==> src/rtl/instruction_fetch_unit_pkg.sv <==
// Shared definitions for the IF stage: bubble encoding, reset PC default,
// fetch FSM state encodings and the IF/ID pipeline register payload layout.
package instruction_fetch_unit_pkg;

  // ADDI x0,x0,0 -- architecturally a no-op, used as the bubble word.
  localparam logic [31:0] NOP_INSTR_DEFAULT = 32'h0000_0013;
  localparam logic [31:0] RESET_PC_DEFAULT  = 32'h0000_0000;

  // Fetch FSM. The encodings are fixed so that other pipeline blocks and
  // debug tooling see the same values.
  typedef enum logic [1:0] {
    FETCH = 2'd0,  // request outstanding at pc_reg
    HOLD  = 2'd1,  // word captured in skid buffer, waiting for STALL to drop
    DRAIN = 2'd2   // waiting out a request abandoned by a redirect
  } fetch_state_e;

  // IF/ID pipeline register payload: 32 + 32 + 32 + 1 = 97 bits.
  typedef struct packed {
    logic [31:0] instr;
    logic [31:0] pc;
    logic [31:0] pc_plus_4;
    logic        valid;
  } if_id_t;

  localparam int IF_ID_W = $bits(if_id_t);

  // Instruction addresses are word aligned; the low two bits of any
  // redirect target are dropped.
  function automatic logic [31:0] align_word(input logic [31:0] addr);
    return addr & 32'hFFFF_FFFC;
  endfunction

endpackage

==> src/rtl/instruction_fetch_unit_if_id_reg.sv <==
// IF/ID pipeline register with load / hold / bubble control.
// Priority: reset > flush (bubble) > hold > load > bubble.
// A bubble replaces the instruction with NOP and clears valid, while the PC
// fields keep their last values so downstream debug views stay stable.
module if_id_pipeline_reg
  import instruction_fetch_unit_pkg::*;
#(
  parameter logic [31:0] NOP_INSTR = NOP_INSTR_DEFAULT
) (
  input  logic               clk,
  input  logic               reset,
  input  logic               flush,
  input  logic               hold,
  input  logic               load,
  input  logic [IF_ID_W-1:0] d,
  output logic [IF_ID_W-1:0] q
);

  if_id_t d_s;
  if_id_t q_s;

  assign d_s = if_id_t'(d);
  assign q   = q_s;

  // Pipeline register update in priority order.
  always_ff @(posedge clk) begin
    // NOTE: registers are written with <= so every flop samples the values
    // present before the edge, independent of statement order.
    if (reset) begin
      q_s.instr     <= NOP_INSTR;
      q_s.pc        <= '0;
      q_s.pc_plus_4 <= '0;
      q_s.valid     <= 1'b0;
    end else if (flush) begin
      q_s.instr <= NOP_INSTR;
      q_s.valid <= 1'b0;
    end else if (hold) begin
      q_s <= q_s;
    end else if (load) begin
      q_s <= d_s;
    end else begin
      q_s.instr <= NOP_INSTR;
      q_s.valid <= 1'b0;
    end
  end

endmodule

==> src/rtl/instruction_fetch_unit.sv <==
// IF stage of the RV32IM 5-stage pipeline. Owns the PC, issues
// instruction-memory reads over a busywait handshake and feeds the IF/ID
// register. A skid buffer absorbs a word that arrives while the pipeline is
// stalled; the DRAIN state waits out a request abandoned by a redirect, since
// the memory requires a request to be held stable until it completes.
module instruction_fetch_unit
  import instruction_fetch_unit_pkg::*;
#(
  parameter logic [31:0] RESET_PC  = RESET_PC_DEFAULT,
  parameter logic [31:0] NOP_INSTR = NOP_INSTR_DEFAULT
) (
  input  logic        CLK,
  input  logic        RESET,
  input  logic        STALL,
  input  logic        BRANCH_TAKEN,
  input  logic [31:0] BRANCH_TARGET,
  input  logic [31:0] IMEM_READDATA,
  input  logic        IMEM_BUSYWAIT,
  output logic        IMEM_READ,
  output logic [31:0] IMEM_ADDRESS,
  output logic [31:0] INSTRUCTION,
  output logic [31:0] PC,
  output logic [31:0] PC_PLUS_4,
  output logic        INSTR_VALID
);

  fetch_state_e state_q, state_d;
  logic [31:0]  pc_q, pc_d;
  logic [31:0]  skid_q, skid_d;
  logic [31:0]  drain_addr_q, drain_addr_d;
  logic [31:0]  pc_plus_4;
  logic         accept;

  logic         ifid_flush;
  logic         ifid_hold;
  logic         ifid_load;
  if_id_t       ifid_d;
  if_id_t       ifid_q;

  // Wraps modulo 2^32: 32'hFFFF_FFFC + 4 = 0.
  assign pc_plus_4 = pc_q + 32'd4;
  assign accept    = IMEM_READ & ~IMEM_BUSYWAIT;

  // Memory request: a pure function of state, so it cannot change while the
  // memory is busy; reset forces the request off.
  always_comb begin
    // NOTE: every signal driven here gets a default first so no path leaves
    // it unassigned, which would infer a latch.
    IMEM_READ    = 1'b0;
    IMEM_ADDRESS = pc_q;
    if (!RESET) begin
      unique case (state_q)
        FETCH: IMEM_READ = 1'b1;
        HOLD:  IMEM_READ = 1'b0;
        DRAIN: begin
          IMEM_READ    = 1'b1;
          IMEM_ADDRESS = drain_addr_q;
        end
        default: IMEM_READ = 1'b0;
      endcase
    end
  end

  // Next-state, PC and IF/ID control. A redirect outranks stall and accept.
  always_comb begin
    state_d      = state_q;
    pc_d         = pc_q;
    skid_d       = skid_q;
    drain_addr_d = drain_addr_q;
    ifid_flush   = 1'b0;
    ifid_hold    = 1'b0;
    ifid_load    = 1'b0;
    ifid_d.instr     = IMEM_READDATA;
    ifid_d.pc        = pc_q;
    ifid_d.pc_plus_4 = pc_plus_4;
    ifid_d.valid     = 1'b1;

    if (BRANCH_TAKEN) begin
      ifid_flush = 1'b1;
      pc_d       = align_word(BRANCH_TARGET);
      unique case (state_q)
        FETCH: begin
          // An unfinished request must still complete at its old address.
          if (!accept) begin
            state_d      = DRAIN;
            drain_addr_d = pc_q;
          end
        end
        HOLD:    state_d = FETCH;
        DRAIN:   if (accept) state_d = FETCH;
        default: state_d = FETCH;
      endcase
    end else begin
      unique case (state_q)
        FETCH: begin
          if (accept && STALL) begin
            skid_d    = IMEM_READDATA;
            state_d   = HOLD;
            ifid_hold = 1'b1;
          end else if (accept) begin
            ifid_load = 1'b1;
            pc_d      = pc_plus_4;
          end else begin
            ifid_hold = STALL;
          end
        end
        HOLD: begin
          if (STALL) begin
            ifid_hold = 1'b1;
          end else begin
            ifid_d.instr = skid_q;
            ifid_load    = 1'b1;
            pc_d         = pc_plus_4;
            state_d      = FETCH;
          end
        end
        DRAIN: begin
          // The drained word belongs to the abandoned path and is dropped.
          ifid_hold = STALL;
          if (accept) state_d = FETCH;
        end
        default: state_d = FETCH;
      endcase
    end
  end

  // FSM, PC, skid buffer and drain address registers.
  always_ff @(posedge CLK) begin
    if (RESET) begin
      state_q      <= FETCH;
      pc_q         <= RESET_PC;
      skid_q       <= '0;
      drain_addr_q <= '0;
    end else begin
      state_q      <= state_d;
      pc_q         <= pc_d;
      skid_q       <= skid_d;
      drain_addr_q <= drain_addr_d;
    end
  end

  if_id_pipeline_reg #(
    .NOP_INSTR(NOP_INSTR)
  ) u_if_id (
    .clk   (CLK),
    .reset (RESET),
    .flush (ifid_flush),
    .hold  (ifid_hold),
    .load  (ifid_load),
    .d     (ifid_d),
    .q     (ifid_q)
  );

  assign INSTRUCTION = ifid_q.instr;
  assign PC          = ifid_q.pc;
  assign PC_PLUS_4   = ifid_q.pc_plus_4;
  assign INSTR_VALID = ifid_q.valid;

endmodule

==> config.mk <==
export PLATFORM = sky130hd
export DESIGN_NAME = instruction_fetch_unit
export DESIGN_NICKNAME = d
export VERILOG_FILES = /design/src/rtl/instruction_fetch_unit_pkg.sv /design/src/rtl/instruction_fetch_unit_if_id_reg.sv /design/src/rtl/instruction_fetch_unit.sv
export SDC_FILE = /design/constraint.sdc
export NUM_CORES = 1
export LEC_CHECK = 0
export BUFFER_PORTS_ARGS = -buffer_cell sky130_fd_sc_hd__buf_2
export CAP_MARGIN = 20
export CORE_ASPECT_RATIO = 1.1
export CORE_MARGIN = 2
export CORE_UTILIZATION = 50
export CTS_CLUSTER_SIZE = 30
export DETAILED_ROUTE_END_ITERATION = 7
export PLACE_DENSITY = 0.77
export SLEW_MARGIN = 20
export SYNTH_ARGS = -nofsm -noshare
export SYNTH_HDL_FRONTEND = slang
export SYNTH_HIERARCHICAL = 1
export SYNTH_SLANG_ARGS = --single-unit
==> constraint.sdc <==
create_clock -name CLK -period 2.6 [get_ports CLK]
set_clock_uncertainty 0.15 [all_clocks]
set_input_delay 0.13 -clock CLK [delete_from_list [all_inputs] [get_ports CLK]]
set_output_delay 0.13 -clock CLK [all_outputs]
set_load 0.02 [all_outputs]
Word-level counts from Yosys, hierarchy flattened
Cells that the tools add are included.

Add/subtract/negate cells: 1. Equal/unequal tests: 10. Mux-type cells: 32. Bitwise operators: 6. Reductions and logical operators: 13.

Operators with widths (number): $mux 32 (10); $pmux 32 s2 (1); $add 32x3->32 const B (1); $ne 3x3->1 const B (5); $mux 1 (12); $reduce_and 3->1 (4); $mux 2 (5); $reduce_and 4->1 (2); $ne 2x2->1 const B (3); $pmux 2 s3 (1); $reduce_or 2->1 (3); $not 1->1 (5); $pmux 2 s2 (1); $pmux 1 s3 (1); $reduce_bool 3->1 (1); $eq 2x1->1 const B (1); $eq 2x2->1 const B (1); $logic_not 2->1 (1); $pmux 1 s2 (1); $reduce_bool 2->1 (1); $and 1x1->1 (1); $logic_and 1x1->1 (1).

Register bits: 195. Output and inout port bits: 130. Logic and storage cells: 71.

Depth between registers and ports, before layout
Gate-level depths: netlist (run 1).

Depth after elaboration: 11. Mapped depth: 9. Gate-level depth less buffers: 7.

Modules after synthesis
The synthesis (run 1) kept the hierarchy.

By module, submodules not included: instruction_fetch_unit (times used 1, cells each 693, area an instance 5429.0 um2, sequential area each 1881.8 um2); if_id_pipeline_reg (times used 1, cells each 425, area an instance 4219.0 um2, sequential area each 1941.9 um2).

Least setup slack after synthesis (run 1)
Ideal clock, no wire load.

Path kind: flip-flop to flip-flop. From: register state_q[0]. To: register u_if_id.q_s, in the netlist u_if_id/q[10]. Data arrival time: 2.333 ns. Required time: 2.378 ns. Path slack: 0.045 ns. Cell stages (with the launch flop): 9. Path buffers: 2. Clock period less this slack: 2.555 ns. Cells stage by stage: dfxtp_1 inv_1 ha_1 or3b_2 a211oi_1 nor3b_4 buf_12 buf_12 mux2i_1.

RTL lines: from (decl) (line instruction_fetch_unit.sv:27) `fetch_state_e state_q, state_d;`; from (signal assigned) (line instruction_fetch_unit.sv:135) `state_q <= state_d;`; $eq 2x2->1 / $logic_not 2->1 (equally long branches) (line instruction_fetch_unit.sv:52, instruction_fetch_unit.sv:94); $reduce_or 2->1 (no source line); $mux 1 (line instruction_fetch_unit.sv:52) `unique case (state_q)`; $mux 1 (line instruction_fetch_unit.sv:51) `if (!RESET) begin`; $and 1x1->1 (line instruction_fetch_unit.sv:42) `assign accept = IMEM_READ & ~IMEM_BUSYWAIT;`; $mux 1 / $logic_and 1x1->1 (equally long branches) (line instruction_fetch_unit.sv:100, instruction_fetch_unit.sv:96); $mux 1 (line instruction_fetch_unit.sv:96) `if (accept && STALL) begin`; $pmux 1 s2 (*) (line instruction_fetch_unit.sv:94) `unique case (state_q)`; $mux 1 (*) (line instruction_fetch_unit.sv:78) `if (BRANCH_TAKEN) begin`; via ifid_load (line instruction_fetch_unit.sv:36) `logic ifid_load;`; $reduce_and 3->1 (no source line) (*); to (signal assigned) (line instruction_fetch_unit_if_id_reg.sv:38) `q_s <= q_s;`; to (signal assigned) (line instruction_fetch_unit_if_id_reg.sv:40) `q_s <= d_s;`; to (decl) (line instruction_fetch_unit_if_id_reg.sv:20) `if_id_t q_s;`.

Mark *: on every way through the listed nets, which the timed path passes. The rest lies on a longest branch. A chain may end at the register's enable or synchronous reset.

Final worst setup path (run 1)
From: register state_q[0]. To: register pc_q[19].

Longest elaborated chain between the ends: 8.

Ends and longest elaborated chain: $eq 2x2->1 / $logic_not 2->1 (equally long branches) (line instruction_fetch_unit.sv:52, instruction_fetch_unit.sv:94); $reduce_or 2->1 (no source line); $mux 1 (line instruction_fetch_unit.sv:52); $mux 1 (line instruction_fetch_unit.sv:51); $and 1x1->1 (line instruction_fetch_unit.sv:42); $logic_and 1x1->1 (line instruction_fetch_unit.sv:96); $ne 3x3->1 (no source line); $reduce_and 4->1 (no source line); to (signal assigned) (line instruction_fetch_unit.sv:136) `pc_q <= pc_d;`; to (decl) (line instruction_fetch_unit.sv:28) `logic [31:0] pc_q, pc_d;`.

Parallel ways exist; a longest one is shown, timed or not.

==> metrics.yaml, run 1 <==
status: "complete, no violations"
tightest_slew_ns: 0.669
r2r_slack_ns: 0.11
die-area_sq_um: 20400
dr.pass1.iters: 7
critical_path_arrival_ns: 2.67
ys_async_sr_fraction_pct: 0
switching_share_pct: 25.9
rows: 53
ff2ff_path_depth: 6
cp_top_family: "simple AND/OR/NAND/NOR gates"
finalWorstPathRequiredPeriod_ns: 2.49
grt_max_degree: 203
worstPathMaxFanout: 17
area_growth_pct: 27.1
clk-insertion-delay-late_ns: 0.43
cts_tree: "built"
yosys_most_used_dff: "dfxtp_1"
ir_worst_vdd_v: 0.000436
slowest_delay_ns: 0.51
postRouteAntennaNets: 0
slew_viol_final: 0
syn_area_per_cell_sq_um: 8.63
synth.distinct_cells: 61
cts_root_buf: "clkbuf_16"
hp-class: "input port to flop"
period_share_pct: 95.7
cp.buffers_inverters: 1
p_clk_share_pct: 40.3
ys_top_cells_by_area: "dfxtp_1, nand2b_1, nand2_1"
grt_pass1_vias: 8458
cp-endpoint: "pc_q[19]"
synthCells: 1118
setup_viol: 0
core_area_sq_um: 19000
p_int_mw: 4.90
clk_pin_slew_ns: 0.07
crit_type: "flop to flop"
ys_seq_area_share_pct: 39.6
port_buffers: 194
drt_wl_total_um: 26600
layout_commonest_cell: "buf_2"
relSlewSlack_pct: 55.0
rsz0062_at_grt: "false"
p_per_area_nw_per_um2: 539
grt_pass1_wl_um: 41900
clock_path_buffers: 2
crit_start: "state_q[0]"
p_switching_mw: 1.72
drc_errors: 0
wire_per_inst_um: 16.5
nFillCells: 1552
finalWeightedCongestion: 0.894
utilization_pct: 64.4
die_h_um: 150
die_w_um: 136
design.portCount: 199
r2r-end: "pc_q[19]"
synth-seq-cells: 191
crit_required_ns: 2.78
grt_overflow: 0
layout-drive-gt1-share_pct: 26.4
clkSinkCount: 191
antenna_found_initial: 1
hold_viol: 0
crit_path_top_delay_cell: "or4b_4"
synth_edf_count: 0
setup_tns_ns: 0
grtUsageTotal_pct: 25.6
yosys_warnings: 6
path_cells: "inv_1 > ha_2 > or4b_4 > and2_1 > or4_1 > a311oi_1"
cts_made_buffers: 17
synth_top_area_share_pct: 39.6
avgViaCountPerCell: 5.45
power_frac_seq_pct: 46.3
maxCapViolCount: 0
drtIter0Drc: 519
yosys.area.top_type: "dfxtp_1"
dp_hpwl_um: 17000
syn_area_sq_um: 9650
max_freq_ghz: 0.402
cp-start-kind: "flop"
r2r_start: "state_q[0]"
final_cell_mix: "buf_2, dfxtp_1, nand2_1"
final_nets: 1428
p_leak_nw: 4.69
path_depth: 6
h-tree-depth: 4
num_vias: 8802
start_util_pct: 50.7
combinationalPowerShare_pct: 13.4
critical_path.endpoint_type: "flop"
worst min path at each step:
stage                                to  depth (start not counted)  slack (ns)         startpoint
final                        skid_q[21]                          3        0.07              RESET
after floorplan           u_if_id/q[65]                          2        0.11       BRANCH_TAKEN
after detailed placement       pc_q[12]                          3        0.23  BRANCH_TARGET[12]
after global placement         pc_q[12]                          3        0.21  BRANCH_TARGET[12]
after CTS                     skid_q[1]                          3        0.06              RESET
after global routing         skid_q[17]                          3        0.08              RESET
power by group through the flow:
stage | combinational [mW] | sequential, mW | clock, mW
6_report | 0.885 | 3.06 | 2.66
2_1_floorplan | 0.530 | 3.12 | 0
4_1_cts | 0.872 | 3.06 | 2.71
3_3_place_gp | 0.784 | 3.13 | 0
3_5_place_dp | 0.794 | 3.13 | 0
5_1_grt | 0.957 | 3.07 | 2.84
worst register-to-register path: cells and delay by family (launching register included):
family,cells,cell delay (ns)
AO/OA/AOI/OAI,1,0.27
AND/OR/NAND/NOR,3,1.33
flip-flops,1,0.34
adder cells (fa/ha/maj),1,0.21
buffers and inverters,1,0.10
per-layer routing:
layer | GRT usage [%] | vias up | wire, um
met5 | 0 | - | 0
met4 | 9.90 | 0 | 695
met3 | 5.89 | 60 | 1830
met2 | 43.0 | 347 | 12800
li1 | - | 4265 | -
met1 | 31.9 | 4130 | 11200
metrics by stage:
step	worst slack [ns]	std cells	cell area, sq um	hold slack, ns	power, mW
final	0.113	1614	12300	0.0742	6.61
after global routing	0.0139	1613	12300	0.0772	6.87
after CTS	0.00380	1610	12200	0.0571	6.64
after detailed placement	0.0168	1515	10900	0.228	3.92
after global placement	0.0916	1515	10900	0.215	3.91
after floorplan	0.0454	1123	9670	0.109	3.65
synth_stat cells (3+ instances only):
cell type,number
clkbuf_1,66
a211oi_1,15
nor4_1,10
nor2_1,41
buf_4,5
a311oi_1,15
mux2i_1,65
buf_1,4
nand2_1,180
nand3_1,16
buf_12,7
o31ai_1,6
dfxtp_1,191
mux2_2,53
and4_1,3
nand3b_1,30
nor3_1,7
buf_2,19
nand2b_1,130
inv_1,20
ha_1,5
xnor2_1,25
nor3b_1,4
or3_1,4
o41ai_1,3
xor2_1,12
a21oi_1,101
o21ai_1,3
and3_1,3
a21o_1,3
a2111oi_0,3
or2_2,3
o21ai_0,12
or4_1,8
nand4_1,7
nor2b_1,6
what timing repair did:
action / CTS / global route
hold endpoints to repair: 73 / 0
setup buffers: 0 / 1
setup endpoints to repair: 0 / 31
gates resized for setup: 0 / 6
hold buffers: 64 / 0
sequential cells by signal, summed over array words and instances (netlist names):
signal	flops
skid_q	32
u_if_id/q	97
state_q	2
pc_q	30
drain_addr_q	30
area by class of cell:
class,count,area [sq um],area share (%)
antenna,1,2.50,0.0204
clock buffer,20,467,3.81
clock inverter,11,130,1.06
inverter,20,75.1,0.612
multi-input combinational,809,5270,43.0
sequential,191,3820,31.2
tap,247,309,2.52
timing repair buffer,315,2190,17.8
cells by family (layout without fill, tap and decap cells):
| family | after synthesis | count (layout) | synth area share [%] |
|---|---|---|---|
| flops | 191 | 191 | 39.6 |
| simple gates | 464 | 464 | 25.3 |
| fa+ha+maj | 5 | 5 | 0.648 |
| buf+inv | 123 | 366 | 6.51 |
| other cells | 2 | 8 | 0.0778 |
| compound gates | 178 | 178 | 11.6 |
| xor+xnor | 37 | 37 | 3.36 |
| mux | 118 | 118 | 12.9 |
(Power assumes the default switching activity.)
==> run 2, diff against run 1 <==
==> constraint.sdc (replaced) <==
create_clock -name CLK -period 2.6 [get_ports CLK]
set_clock_uncertainty 0.15 [all_clocks]
set_input_delay 0.26 -clock CLK [delete_from_list [all_inputs] [get_ports CLK]]
set_output_delay 0.26 -clock CLK [all_outputs]
set_load 0.02 [all_outputs]
==> metrics.yaml, run 2 (synthesis results as in run 1) <==
path_cells: "ha_1 > nand3_1 > or4_4 > or4_1 > a311oi_1"  # was inv_1 > ha_2 > or4b_4 > and2_1 > or4_1 > a311oi_1
relSlewSlack_pct: 45.0  # was 55.0%
crit_required_ns: 2.76  # was 2.78 ns
start_util_pct: 50.7  # unchanged
hold_viol: 0  # unchanged
num_vias: 8700  # was 8802
crit_path_top_delay_cell: "or4_4"  # was or4b_4
setup_tns_ns: 0  # unchanged
drtIter0Drc: 773  # was 519
hp-class: "input port to flop"  # unchanged
layout_commonest_cell: "buf_2"  # unchanged
h-tree-depth: 4  # unchanged
power_frac_seq_pct: 46.7  # was 46.3%
layout_setup_ws_ns: 0.0470  # was 0.113 ns
clock_path_buffers: 2  # unchanged
port_buffers: 194  # unchanged
die_w_um: 136  # unchanged
drt_wl_total_um: 26200  # was 26600 um
p_clk_share_pct: 39.8  # was 40.3%
p_switching_mw: 1.80  # was 1.72 mW
cp-start-kind: "flop"  # unchanged
p_per_area_nw_per_um2: 536  # was 539 nW/um^2
rows: 53  # unchanged
post-place-ws_ns: 0.0235  # was 0.0168 ns
tightest_slew_ns: 0.826  # was 0.669 ns
wire_per_inst_um: 16.2  # was 16.5 um
cts_made_buffers: 17  # unchanged
clkSinkCount: 191  # unchanged
grt_pass1_vias: 8170  # was 8458
p_leak_nw: 4.68  # was 4.69 nW
final_cell_mix: "buf_2, dfxtp_1, nand2_1"  # unchanged
cts_tree: "built"  # unchanged
met1Wirelength_um: 11100  # was 11200 um
ir_worst_vdd_v: 0.000486  # was 0.000436 V
finalWeightedCongestion: 0.876  # was 0.894
core_area_sq_um: 19000  # unchanged
critical_path_arrival_ns: 2.72  # was 2.67 ns
design.portCount: 199  # unchanged
cp.buffers_inverters: 0  # was 1
postRouteAntennaNets: 0  # unchanged
avgViaCountPerCell: 5.39  # was 5.45
final_nets: 1428  # unchanged
critical_path.endpoint_type: "flop"  # unchanged
area_growth_pct: 26.6  # was 27.1%
grt_max_degree: 203  # unchanged
grt_overflow: 0  # unchanged
antenna_cells: 0  # was 1
clk-insertion-delay-late_ns: 0.43  # about the same
switching_share_pct: 27.4  # was 25.9%
die-area_sq_um: 20400  # unchanged
clk_pin_slew_ns: 0.07  # about the same
highest_layer: "met4"  # unchanged
max_freq_ghz: 0.392  # was 0.402 GHz
crit_type: "flop to flop"  # unchanged
status: "complete, no violations"  # unchanged
combinationalPowerShare_pct: 13.5  # was 13.4%
die_h_um: 150  # unchanged
largest_reg_flops: 97  # unchanged
antenna_found_initial: 0  # was 1
cp_top_family: "simple AND/OR/NAND/NOR gates"  # unchanged
setup_viol: 0  # unchanged
route.met3.wl_um: 1970  # was 1830 um
maxCapViolCount: 0  # unchanged
grtUsageTotal_pct: 25.3  # was 25.6%
finalWorstPathRequiredPeriod_ns: 2.55  # was 2.49 ns
cts_root_buf: "clkbuf_16"  # unchanged
met2RoutedLength_um: 12600  # was 12800 um
slowest_delay_ns: 0.59  # was 0.51 ns
grt_pass1_wl_um: 41400  # was 41900 um
layout-drive-gt1-share_pct: 27.2  # was 26.4%
dr.pass1.iters: 5  # was 7
worstPathMaxFanout: 10  # was 17
p_int_mw: 4.75  # was 4.90 mW
r2r_slack_ns: 0.05  # was 0.11 ns
rsz0062_at_grt: "false"  # unchanged
slew_viol_final: 0  # unchanged
dp_hpwl_um: 17100  # was 17000 um
period_share_pct: 98.2  # was 95.7%
drc_errors: 0  # unchanged
==> run 2: cell types whose count changed in the layout (fill, tap and decap cells not counted), sizes merged <==
cell	before	now
clkinv	5	4
clkinvlp	1	3
dlygate4sd3	64	55
buf	249	259
bufinv	2	1
inv	23	26
diode	1	0
clkbuf	22	19
==> run 2: final timing paths <==
path,from,endpoint,cells after the start
max,pc_q[3],pc_q[20],5
min,BRANCH_TAKEN,u_if_id/q[65],3
max reg2reg,pc_q[3],pc_q[20],5
min reg2reg,drain_addr_q[31],drain_addr_q[31],2
==> run 2: layout make-up <==
class / instances / area, sq um
Timing Repair Buffer: 315 / 2160
Inverter: 20 / 75.1
Sequential cell: 191 / 3820
Clock buffer: 18 / 429
Tap cell: 247 / 309
Clock inverter: 14 / 150
Multi-Input combinational cell: 809 / 5270
Fill cell: 1572 / 6820
==> run 2: metrics by stage <==
stage	hold slack [ns]	instances	util [%]	cell area, sq um	total power, mW
6_report	0.0164	1614	64.2	12200	6.55
5_1_grt	0.00742	1614	64.2	12200	6.81
4_1_cts	0.00171	1609	63.7	12100	6.59
3_5_place_dp	0.296	1522	57.8	11000	3.93
3_3_place_gp	0.288	1522	57.8	11000	3.91
2_1_floorplan	0.239	1123	-	9670	3.65
==> run 2: layer usage <==
layer | GRT usage, % | vias to the layer above
li1 | - | 4268
met1 | 33.2 | 4042
met2 | 41.0 | 345
met3 | 5.96 | 45
met4 | 8.28 | 0
met5 | 0 | -
==> run 2: power groups by stage <==
stage / combinational [mW] / sequential [mW] / clock [mW]
floorplan: 0.530 / 3.12 / 0
global placement: 0.791 / 3.12 / 0
detailed placement: 0.803 / 3.13 / 0
CTS: 0.872 / 3.06 / 2.66
global route: 0.956 / 3.07 / 2.79
finish: 0.884 / 3.06 / 2.60
==> run 2: timing repair <==
item | CTS | global route
resized for setup | 3 | 6
buffers inserted | 0 | 4
cloned | 0 | 1
hold buffers | 55 | 0
pin swaps | 0 | 0
endpoints found under the setup margin | 2 | 10
endpoints found under the hold margin | 55 | 0
==> run 2: tightest hold or removal path: stages <==
cell	delay, ns
buf_2	0.15
nor2_1	0.09
o21ai_1	0.07
